`src/rtl/rb_pkg.sv`:
```
// Shared definitions for the row-buffer window controller.
//   - BRAM geometry of the asymmetric row buffer: port A is 8-bit write and
//     byte-addressed; port B is 32-bit read and word-addressed.
//   - Controller state encoding.
package rb_pkg;

    localparam int ADDR_A_W       = 11;
    localparam int ADDR_B_W       = 9;
    localparam int DIN_A_W        = 8;
    localparam int DOUT_B_W       = 32;
    localparam int BYTES_PER_WORD = 4;

    typedef enum logic {
        ACCEPT = 1'b0,
        READ   = 1'b1
    } rb_state_t;

endpackage

```
`src/rtl/rb_addr_gen.sv`:
```
// Row-slot / column bookkeeping and BRAM address arithmetic.
// Ports:
//   clk, rst     clock, asynchronous active-high reset
//   clr          restart at column 0, slot 0, no completed rows
//   adv          one pixel accepted: advance column, wrap row and slot
//   latch        capture word column and slot of the pixel being accepted
//   tap          tap index whose word address is wanted
//   byte_addr    port A address of the pixel at the current column
//   word_addr    port B address of the latched word column for 'tap'
//   word_col     latched word column
//   word_done    current pixel ends a word and enough rows exist to emit
module rb_addr_gen
    import rb_pkg::*;
#(
    parameter int IMG_WIDTH = 512,
    parameter int NUM_SLOTS = 4,
    parameter int WIN_ROWS  = 3,
    parameter int COL_W     = $clog2(IMG_WIDTH / 4),
    parameter int TAP_W     = $clog2(WIN_ROWS)
) (
    input  logic                clk,
    input  logic                rst,
    input  logic                clr,
    input  logic                adv,
    input  logic                latch,
    input  logic [TAP_W-1:0]    tap,
    output logic [ADDR_A_W-1:0] byte_addr,
    output logic [ADDR_B_W-1:0] word_addr,
    output logic [COL_W-1:0]    word_col,
    output logic                word_done
);

    localparam int PCOL_W        = $clog2(IMG_WIDTH);
    localparam int SLOT_W        = $clog2(NUM_SLOTS);
    localparam int WORDS_PER_ROW = IMG_WIDTH / BYTES_PER_WORD;
    localparam int NTAB          = 2 ** TAP_W;

    logic [PCOL_W-1:0] col_reg;
    logic [SLOT_W-1:0] cur_slot_reg;
    logic [SLOT_W-1:0] lat_slot_reg;
    logic [TAP_W-1:0]  rows_done_reg;
    logic [COL_W-1:0]  wc_reg;

    logic row_end;
    assign row_end = (col_reg == PCOL_W'(IMG_WIDTH - 1));

    always_ff @(posedge clk or posedge rst) begin
        if (rst) begin
            col_reg       <= '0;
            cur_slot_reg  <= '0;
            lat_slot_reg  <= '0;
            rows_done_reg <= '0;
            wc_reg        <= '0;
        end else if (clr) begin
            col_reg       <= '0;
            cur_slot_reg  <= '0;
            rows_done_reg <= '0;
        end else begin
            if (latch) begin
                wc_reg       <= col_reg[PCOL_W-1:2];
                lat_slot_reg <= cur_slot_reg;
            end
            if (adv) begin
                if (row_end) begin
                    col_reg      <= '0;
                    cur_slot_reg <= (cur_slot_reg == SLOT_W'(NUM_SLOTS - 1))
                                    ? '0 : cur_slot_reg + SLOT_W'(1);
                    if (rows_done_reg != TAP_W'(WIN_ROWS - 1))
                        rows_done_reg <= rows_done_reg + TAP_W'(1);
                end else begin
                    col_reg <= col_reg + PCOL_W'(1);
                end
            end
        end
    end

    // Decision uses the row count before this pixel's row-end update.
    assign word_done = (col_reg[1:0] == 2'b11) &&
                       (rows_done_reg == TAP_W'(WIN_ROWS - 1));

    assign byte_addr = ADDR_A_W'(cur_slot_reg) * ADDR_A_W'(IMG_WIDTH)
                     + ADDR_A_W'(col_reg);

    // Slot of tap k is (s - WIN_ROWS + 1 + k) mod NUM_SLOTS. The biased sum
    // stays below 2*NUM_SLOTS for real taps, so one conditional subtract
    // performs the wrap. The table is padded to a power of two so any tap
    // code indexes a defined entry.
    logic [SLOT_W-1:0] tap_slot [NTAB];

    genvar gi;
    generate
        for (gi = 0; gi < NTAB; gi++) begin : g_tap_slot
            logic [SLOT_W:0] sum;
            assign sum = {1'b0, lat_slot_reg}
                       + (SLOT_W+1)'(NUM_SLOTS - WIN_ROWS + 1 + gi);
            assign tap_slot[gi] = (sum >= (SLOT_W+1)'(NUM_SLOTS))
                                ? SLOT_W'(sum - (SLOT_W+1)'(NUM_SLOTS))
                                : SLOT_W'(sum);
        end
    endgenerate

    assign word_addr = ADDR_B_W'(tap_slot[tap]) * ADDR_B_W'(WORDS_PER_ROW)
                     + ADDR_B_W'(wc_reg);
    assign word_col  = wc_reg;

endmodule

```
`src/rtl/rb_window_ctrl.sv`:
```
// Row-buffer window controller. Writes a raster pixel stream into a circular
// set of row slots through BRAM port A and, after each completed 4-pixel
// word, reads the co-located word of the WIN_ROWS most recent rows through
// port B and streams them out oldest row first.
// Ports:
//   clk, rst                 clock, asynchronous active-high reset
//   frame_start              synchronous restart of the frame
//   in_valid/in_ready/in_pixel    pixel input handshake
//   mem_en_a/mem_w_a/mem_addr_a/mem_din_a   BRAM port A (byte write)
//   mem_en_b/mem_addr_b/mem_dout_b          BRAM port B (word read, 1-cycle)
//   out_valid/out_ready/out_data/out_col/out_tap   tap word output
//   busy                     tap read sequence in progress
module rb_window_ctrl
    import rb_pkg::*;
#(
    parameter int IMG_WIDTH = 512,
    parameter int NUM_SLOTS = 4,
    parameter int WIN_ROWS  = 3,
    parameter int COL_W     = $clog2(IMG_WIDTH / 4),
    parameter int TAP_W     = $clog2(WIN_ROWS)
) (
    input  logic                clk,
    input  logic                rst,
    input  logic                frame_start,
    input  logic                in_valid,
    output logic                in_ready,
    input  logic [DIN_A_W-1:0]  in_pixel,
    output logic                mem_en_a,
    output logic                mem_w_a,
    output logic [ADDR_A_W-1:0] mem_addr_a,
    output logic [DIN_A_W-1:0]  mem_din_a,
    output logic                mem_en_b,
    output logic [ADDR_B_W-1:0] mem_addr_b,
    input  logic [DOUT_B_W-1:0] mem_dout_b,
    output logic                out_valid,
    input  logic                out_ready,
    output logic [DOUT_B_W-1:0] out_data,
    output logic [COL_W-1:0]    out_col,
    output logic [TAP_W-1:0]    out_tap,
    output logic                busy
);

    rb_state_t state_reg, state_next;

    logic                in_ready_reg,   in_ready_next;
    logic                mem_wr_reg,     mem_wr_next;
    logic [ADDR_A_W-1:0] mem_addr_a_reg, mem_addr_a_next;
    logic [DIN_A_W-1:0]  mem_din_a_reg,  mem_din_a_next;
    logic                mem_en_b_reg,   mem_en_b_next;
    logic [ADDR_B_W-1:0] mem_addr_b_reg, mem_addr_b_next;
    logic                out_valid_reg,  out_valid_next;
    logic [DOUT_B_W-1:0] out_data_reg,   out_data_next;
    logic [COL_W-1:0]    out_col_reg,    out_col_next;
    logic [TAP_W-1:0]    out_tap_reg,    out_tap_next;
    logic                busy_reg,       busy_next;
    // rd_wait: port B data is valid this cycle and is captured at its end.
    logic                rd_wait_reg,    rd_wait_next;
    logic [TAP_W-1:0]    iss_tap_reg,    iss_tap_next;
    logic                iss_done_reg,   iss_done_next;
    logic [TAP_W-1:0]    rd_tap_reg,     rd_tap_next;

    logic                gen_clr, gen_adv, gen_latch;
    logic [ADDR_A_W-1:0] byte_addr;
    logic [ADDR_B_W-1:0] word_addr;
    logic [COL_W-1:0]    word_col;
    logic                word_done;

    rb_addr_gen #(
        .IMG_WIDTH (IMG_WIDTH),
        .NUM_SLOTS (NUM_SLOTS),
        .WIN_ROWS  (WIN_ROWS),
        .COL_W     (COL_W),
        .TAP_W     (TAP_W)
    ) u_addr_gen (
        .clk       (clk),
        .rst       (rst),
        .clr       (gen_clr),
        .adv       (gen_adv),
        .latch     (gen_latch),
        .tap       (iss_tap_reg),
        .byte_addr (byte_addr),
        .word_addr (word_addr),
        .word_col  (word_col),
        .word_done (word_done)
    );

    always_comb begin
        state_next      = state_reg;
        in_ready_next   = in_ready_reg;
        mem_wr_next     = 1'b0;
        mem_addr_a_next = mem_addr_a_reg;
        mem_din_a_next  = mem_din_a_reg;
        mem_en_b_next   = 1'b0;
        mem_addr_b_next = mem_addr_b_reg;
        out_valid_next  = out_valid_reg;
        out_data_next   = out_data_reg;
        out_col_next    = out_col_reg;
        out_tap_next    = out_tap_reg;
        busy_next       = busy_reg;
        rd_wait_next    = mem_en_b_reg;
        iss_tap_next    = iss_tap_reg;
        iss_done_next   = iss_done_reg;
        rd_tap_next     = rd_tap_reg;
        gen_clr         = 1'b0;
        gen_adv         = 1'b0;
        gen_latch       = 1'b0;

        if (frame_start) begin
            // Restart wins over pixel input and any read activity; a read
            // still in flight is dropped by clearing rd_wait.
            state_next     = ACCEPT;
            in_ready_next  = 1'b1;
            out_valid_next = 1'b0;
            busy_next      = 1'b0;
            rd_wait_next   = 1'b0;
            gen_clr        = 1'b1;
        end else begin
            case (state_reg)
                ACCEPT: begin
                    in_ready_next = 1'b1;
                    busy_next     = 1'b0;
                    if (in_valid && in_ready_reg) begin
                        gen_adv         = 1'b1;
                        mem_wr_next     = 1'b1;
                        mem_addr_a_next = byte_addr;
                        mem_din_a_next  = in_pixel;
                        if (word_done) begin
                            gen_latch     = 1'b1;
                            state_next    = READ;
                            in_ready_next = 1'b0;
                            busy_next     = 1'b1;
                            iss_tap_next  = '0;
                            iss_done_next = 1'b0;
                        end
                    end
                end
                READ: begin
                    if (out_valid_reg && out_ready) begin
                        out_valid_next = 1'b0;
                        if (out_tap_reg == TAP_W'(WIN_ROWS - 1)) begin
                            state_next    = ACCEPT;
                            in_ready_next = 1'b1;
                            busy_next     = 1'b0;
                        end
                    end
                    if (rd_wait_reg) begin
                        out_data_next  = mem_dout_b;
                        out_col_next   = word_col;
                        out_tap_next   = rd_tap_reg;
                        out_valid_next = 1'b1;
                    end
                    // One read at a time, only when the output slot is free
                    // (or being freed this cycle). The current-row tap goes
                    // last, well after its port A write strobe.
                    if (!iss_done_reg && !mem_en_b_reg && !rd_wait_reg &&
                        (!out_valid_reg || out_ready)) begin
                        mem_en_b_next   = 1'b1;
                        mem_addr_b_next = word_addr;
                        rd_tap_next     = iss_tap_reg;
                        if (iss_tap_reg == TAP_W'(WIN_ROWS - 1))
                            iss_done_next = 1'b1;
                        else
                            iss_tap_next = iss_tap_reg + TAP_W'(1);
                    end
                end
                default: state_next = ACCEPT;
            endcase
        end
    end

    always_ff @(posedge clk or posedge rst) begin
        if (rst) begin
            state_reg      <= ACCEPT;
            in_ready_reg   <= 1'b0;
            mem_wr_reg     <= 1'b0;
            mem_addr_a_reg <= '0;
            mem_din_a_reg  <= '0;
            mem_en_b_reg   <= 1'b0;
            mem_addr_b_reg <= '0;
            out_valid_reg  <= 1'b0;
            out_data_reg   <= '0;
            out_col_reg    <= '0;
            out_tap_reg    <= '0;
            busy_reg       <= 1'b0;
            rd_wait_reg    <= 1'b0;
            iss_tap_reg    <= '0;
            iss_done_reg   <= 1'b0;
            rd_tap_reg     <= '0;
        end else begin
            state_reg      <= state_next;
            in_ready_reg   <= in_ready_next;
            mem_wr_reg     <= mem_wr_next;
            mem_addr_a_reg <= mem_addr_a_next;
            mem_din_a_reg  <= mem_din_a_next;
            mem_en_b_reg   <= mem_en_b_next;
            mem_addr_b_reg <= mem_addr_b_next;
            out_valid_reg  <= out_valid_next;
            out_data_reg   <= out_data_next;
            out_col_reg    <= out_col_next;
            out_tap_reg    <= out_tap_next;
            busy_reg       <= busy_next;
            rd_wait_reg    <= rd_wait_next;
            iss_tap_reg    <= iss_tap_next;
            iss_done_reg   <= iss_done_next;
            rd_tap_reg     <= rd_tap_next;
        end
    end

    assign in_ready   = in_ready_reg;
    assign mem_en_a   = mem_wr_reg;
    assign mem_w_a    = mem_wr_reg;
    assign mem_addr_a = mem_addr_a_reg;
    assign mem_din_a  = mem_din_a_reg;
    assign mem_en_b   = mem_en_b_reg;
    assign mem_addr_b = mem_addr_b_reg;
    assign out_valid  = out_valid_reg;
    assign out_data   = out_data_reg;
    assign out_col    = out_col_reg;
    assign out_tap    = out_tap_reg;
    assign busy       = busy_reg;

endmodule

```
`config.mk`:
```
export PLATFORM = sky130hd
export DESIGN_NAME = rb_window_ctrl
export DESIGN_NICKNAME = d
export VERILOG_FILES = /design/src/rtl/rb_pkg.sv /design/src/rtl/rb_addr_gen.sv /design/src/rtl/rb_window_ctrl.sv
export SDC_FILE = /design/constraint.sdc
export NUM_CORES = 1
export LEC_CHECK = 0
export ABC_AREA = 1
export ABC_CLOCK_PERIOD_IN_PS = 2900
export CAP_MARGIN = 20
export CORE_UTILIZATION = 45
export CTS_BUF_LIST = sky130_fd_sc_hd__clkbuf_4 sky130_fd_sc_hd__clkbuf_8
export DETAILED_ROUTE_END_ITERATION = 16
export HOLD_SLACK_MARGIN = 0.03
export PLACE_DENSITY = 0.72
export RECOVER_POWER = 100
export SYNTH_ARGS = -nofsm -noshare
export SYNTH_HDL_FRONTEND = slang
export SYNTH_HIERARCHICAL = 1
export SYNTH_SLANG_ARGS = --single-unit
```
`constraint.sdc`:
```
create_clock -name clk -period 2.9 [get_ports clk]
set_input_delay 0.435 -clock clk [delete_from_list [all_inputs] [get_ports clk]]
set_output_delay 0.435 -clock clk [all_outputs]
set_load 0.02 [all_outputs]
```
Yosys cells after proc, flatten, opt, wreduce, memory -nomap -nowiden
Index checks and enable logic that the tools add are counted.

Add/subtract/negate cells: 14. Multipliers: 0. Divide/modulo/power cells: 0. Magnitude comparators: 5. Equality and inequality tests: 14. Shifts and indexed selects: 0. Mux-type cells: 58. Bitwise operators: 4. Reduce and logical (&&, ||, !) cells: 26.

Operator list (count): 2-to-1 mux 2 bit (18); 2-to-1 mux 1 bit (31); 2-to-1 mux 9 bit (3); >= comparator 3 bit, second input constant (5); AND reduction 3 bit (4); adder 11 x 9 -> 11 bit (1); == test 2 bit, second input constant (5); AND reduction 5 bit (2); adder 9 x 1 -> 9 bit, second input constant (1); adder 9 x 7 -> 9 bit (1); == test 9 bit, second input constant (1); one-hot mux 1 bit (2 select lines) (4); AND reduction 2 bit (4); nonzero test 2 bit (4); subtractor 2 x 1 -> 2 bit, second input constant (4); adder 2 x 1 -> 2 bit, second input constant (3); adder 2 x 2 -> 3 bit, second input constant (2); adder 2 x 3 -> 3 bit, second input constant (2); logical AND 1 bit (6); != test 2 x 1 -> 1 bit, second input constant (3); != test 2 bit, second input constant (3); != test 3 x 2 -> 1 bit, second input constant (2); binary-select mux 2 bit (select 2 bit) (1); logical NOT 1 bit (4); other kinds (5) (7).

Register bits after elaboration: 103. Bits in latches: 0. RAM bits: 0. Memory bits (read-only): 0. Input bits: 45. Output and inout port bits: 75. Word-level logic and storage cells: 142. Memories: 0.

Depth between registers and ports, before layout
Depth in word-level cells: 7. Mapped depth: 11. Mapped depth without buffers: 10.

Hierarchy
Netlist, hierarchy kept.

Modules (own cells, without submodules): rb_window_ctrl (instances 1, cells each 368, area each 3233.1 um^2, sequential area each 2026.9 um^2); rb_addr_gen (instances 1, cells each 128, area each 1094.8 um^2, sequential area each 550.5 um^2).

Least setup slack after synthesis
No wires, ideal clock.

Path type: reg2reg. Start point: register u_addr_gen.col_reg[1]. End point: register u_addr_gen.cur_slot_reg[1]. Library setup time: 123 ps. Arrival time: 1520 ps. Data required time: 2777 ps. Slack: 1257 ps. Cell stages (with the launch flop): 10. Buffers on the path: 0. Period minus slack after synthesis: 1643 ps. Cells stage by stage: dfrtp_1 ha_1 nand2_1 nor4_1 ha_1 nor2_1 nor2_4 inv_1 o21ai_0 nand2_1.

Cells in the longest elaborated chain, start to end: 3.

Ends and longest elaborated chain: from (decl) (line rb_addr_gen.sv:38) `logic [PCOL_W-1:0] col_reg;`; from (signal assigned) (line rb_addr_gen.sv:71) `col_reg <= col_reg + PCOL_W'(1);`; == test 9 bit (line rb_addr_gen.sv:45) `assign row_end = (col_reg == PCOL_W'(IMG_WIDTH - 1));`; nonzero test 2 bit (no source line); AND reduction 2 bit (no source line); to (signal assigned) (line rb_addr_gen.sv:66) `cur_slot_reg <= (cur_slot_reg == SLOT_W'(NUM_SLOTS - 1))`; to (decl) (line rb_addr_gen.sv:39) `logic [SLOT_W-1:0] cur_slot_reg;`.

No other way between the ends. A chain may end at the register's enable or synchronous reset.

Worst setup path in the final report
Start point: input port frame_start. End point: register u_addr_gen.cur_slot_reg[1].

Cells in the longest elaborated chain, start to end: 3. Elaborated cells on any way between the ends: 6. Classes of those cells: 3 x mux; 3 x reduce/logical.

Ends and longest elaborated chain: from (decl) (line rb_window_ctrl.sv:24) `input logic frame_start,`; 2-to-1 mux 1 bit (line rb_window_ctrl.sv:108) `if (frame_start) begin`; nonzero test 2 bit (no source line); AND reduction 2 bit (no source line).

Parallel ways exist; a longest one is shown, timed or not.

==> impl_metrics.yaml <==
outcome:
  status: "finished with violations"
  violations: "capacitance limit, slew limit"
finish:
  final_cells: 738
  final_core_util_pct: 61.7
  syn2layout_area_growth_pct: 32.4
  n_antenna_cell: 0
  largest_register_ffs: 32
  fill_cells: 848
  drive_above_1_share_pct: 3.94
  num-nets-final: 653
synth:
  synth_fp_nets: 545
  avgSynthCellArea_um2: 8.73
  ys_top_cells_by_count: "nand2_1 (221), dfrtp_1 (103), nand3_1 (53), inv_1 (28), nor2_1 (20)"
  yosys_warnings: 6
  yosys-top-cells-area: "dfrtp_1 (60%), nand2_1 (19%), nand3_1 (6.1%), inv_1 (2.4%), o21ai_0 (2.0%)"
  synth-main-ff-cell: "dfrtp_1"
  synth_edf_count: 0
  netlist_area_mm2: 0.00433
  async_flop_share_pct: 100
  ys_seq_area_share_pct: 59.6
  syn_inst: 496
  synth.most_common_cell: "nand2_1"
  ys_seq_elements: 103
  yosysUniqueCellTypes: 23
  synth_top_area_share_pct: 59.6
  post-synth-top-area-cell: "dfrtp_1"
critical_path:
  crit_required_ns: 3.15
  crit_arrival_ns: 2.48
  worst_setup_path_start_kind: "input pin"
  cp-startpoint: "frame_start"
  crit_fanout: 20
  crit_path_end_kind: "flip-flop"
  reg2reg_from: "u_addr_gen/col_reg[1]"
  critPathKind: "in2reg"
floorplanning:
  initial_core_util_pct: 46.6
  pin_count: 120
  fp-row-count: 35
  die_h_um: 100
  coreArea_mm2: 0.00928
  fp.dieW_um: 100
  dieArea_mm2: 0.0100
sta:
  fin_crit_sh_pct: 76.9
  hold_viol_final: 0
  finalSetupViolCount: 0
  setup_tns_ns: 0
  slew_violations: 34
  finalCriticalPeriod_ns: 2.23
  clock_skew_ns: 0.0120
  rsz0062_at_grt: "false"
  slew-limit-headroom_pct: -2.60
  tightest_slew_ns: 1.53
  max_freq_mhz: 448
clock_tree:
  holdBufCountCts: 0
  postCtsSetupRepairBufs: 0
  clock_latency_ns: 0.36
  post_cts_resized: 0
  path_clk_slew_ns: 0.10
  clkSinkCount: 103
  cts_tree: "done"
  numCtsBuffers: 9
  htreeDepth: 3
  cts_root_buf: "clkbuf_8"
  clockBufferDepth: 2
grt:
  gr-total-overflow: 0
  grt_first_pass_wirelength_mm: 16.2
  grtUsageTotal_pct: 20.1
  grt_max_degree: 49
  grt_pass1_vias: 3440
  grt_antenna_before_repair: 0
job:
  drv_cap: 1
detailed_routing:
  vias_per_cell: 4.80
  num_vias: 3542
  top_layer: "met4"
  antenna_left: 0
  drc: 0
  wl_per_cell_um: 12.9
  wl_mm: 9.54
  wl_met3_um: 555
  firstDrtPassIters: 4
  wl_met2_mm: 4.31
  wl_met1_mm: 4.62
  drt_iter0_drc: 184
placement:
  hpwl_mm: 6.69
  routabilityCongestion: 0.845
  portBuffers: 119
  dp_cells: 722
power_and_ir_drop:
  power_density_mw_per_mm2: 487
  power.total_w: 0.00279
  leakage_nw: 3.14
  vdd_drop_max_mv: 0.309
worst_hold_path:
  hp-start: "out_col[4]"
  hold_class: "reg2reg"
==> cells by family after synthesis <==
family	Yosys count	share of synthesized area, %
compound gates	23	2.72
buf+inv	57	6.65
fa+ha+maj	4	1.16
simple gates	304	28.8
xor+xnor	3	0.607
flops	103	59.6
mux	2	0.520
==> per-stage QoR <==
stage / worst slack (ns) / hold WS [ns] / instance area, um^2
floorplan: 0.385 / 0.424 / 4330
global placement: 0.776 / 0.453 / 5560
detailed placement: 0.691 / 0.458 / 5560
CTS: 0.991 / 0.485 / 5760
global route: 0.382 / 0.492 / 5730
finish: 0.669 / 0.473 / 5730
==> layer usage <==
| metal | global-route usage, % | up-vias |
|---|---|---|
| met2 | 32.2 | 117 |
| met3 | 3.27 | 5 |
| met1 | 28.8 | 1665 |
| met5 | 0 | - |
| met4 | 5.35 | 0 |
| li1 | - | 1755 |
==> final timing paths <==
kind                                               endpoint  slack (ns)  depth (start not counted)
worst max-delay path             u_addr_gen/cur_slot_reg[1]        0.67                         10
worst min-delay path                             out_col[4]        0.47                          2
worst max register to register   u_addr_gen/cur_slot_reg[1]        0.73                          9
worst min register to register                   out_col[4]        0.47                          2
max in group asynchronous                      out_data[27]        1.17                          3
min in group asynchronous       u_addr_gen/rows_done_reg[1]        0.72                          2
==> power by group <==
part           internal, W  switching (W)
registers          0.00150      0.0000431
logic             0.000152       0.000182
clock network     0.000409       0.000506
==> cells in the final DEF, fill, tap and decap left out, types with 2 or more instances in the layout <==
master / instances
xnor2_1: 2
dlygate4sd3_1: 77
nand4_1: 2
nand3_1: 53
inv_6: 3
dfrtp_1: 103
mux2_2: 2
buf_4: 3
nand2_1: 222
clkdlybuf4s50_1: 42
inv_1: 28
clkbuf_1: 2
clkbuf_8: 9
nor2_1: 23
ha_1: 4
a21oi_1: 5
o21ai_0: 17
==> final cells by class <==
type	instances	area, um^2	share of cell area (%)
flip-flops and latches	103	2580	45.0
inverters	29	110	1.92
clock buffers	9	124	2.16
clock inverters	7	77.6	1.35
multi-input cells	336	1440	25.1
repair buffers	125	1240	21.7
well taps	129	161	2.82
==> critical path, cell delays in order <==
cell,delay [ns]
dlygate4sd3_1,0.56
nor2_1,0.17
nand2_1,0.07
buf_4,0.20
inv_1,0.11
nor2_1,0.09
nor2_1,0.38
inv_1,0.20
o21ai_0,0.19
nand2_1,0.07
Power figures use the tool's default switching activity.
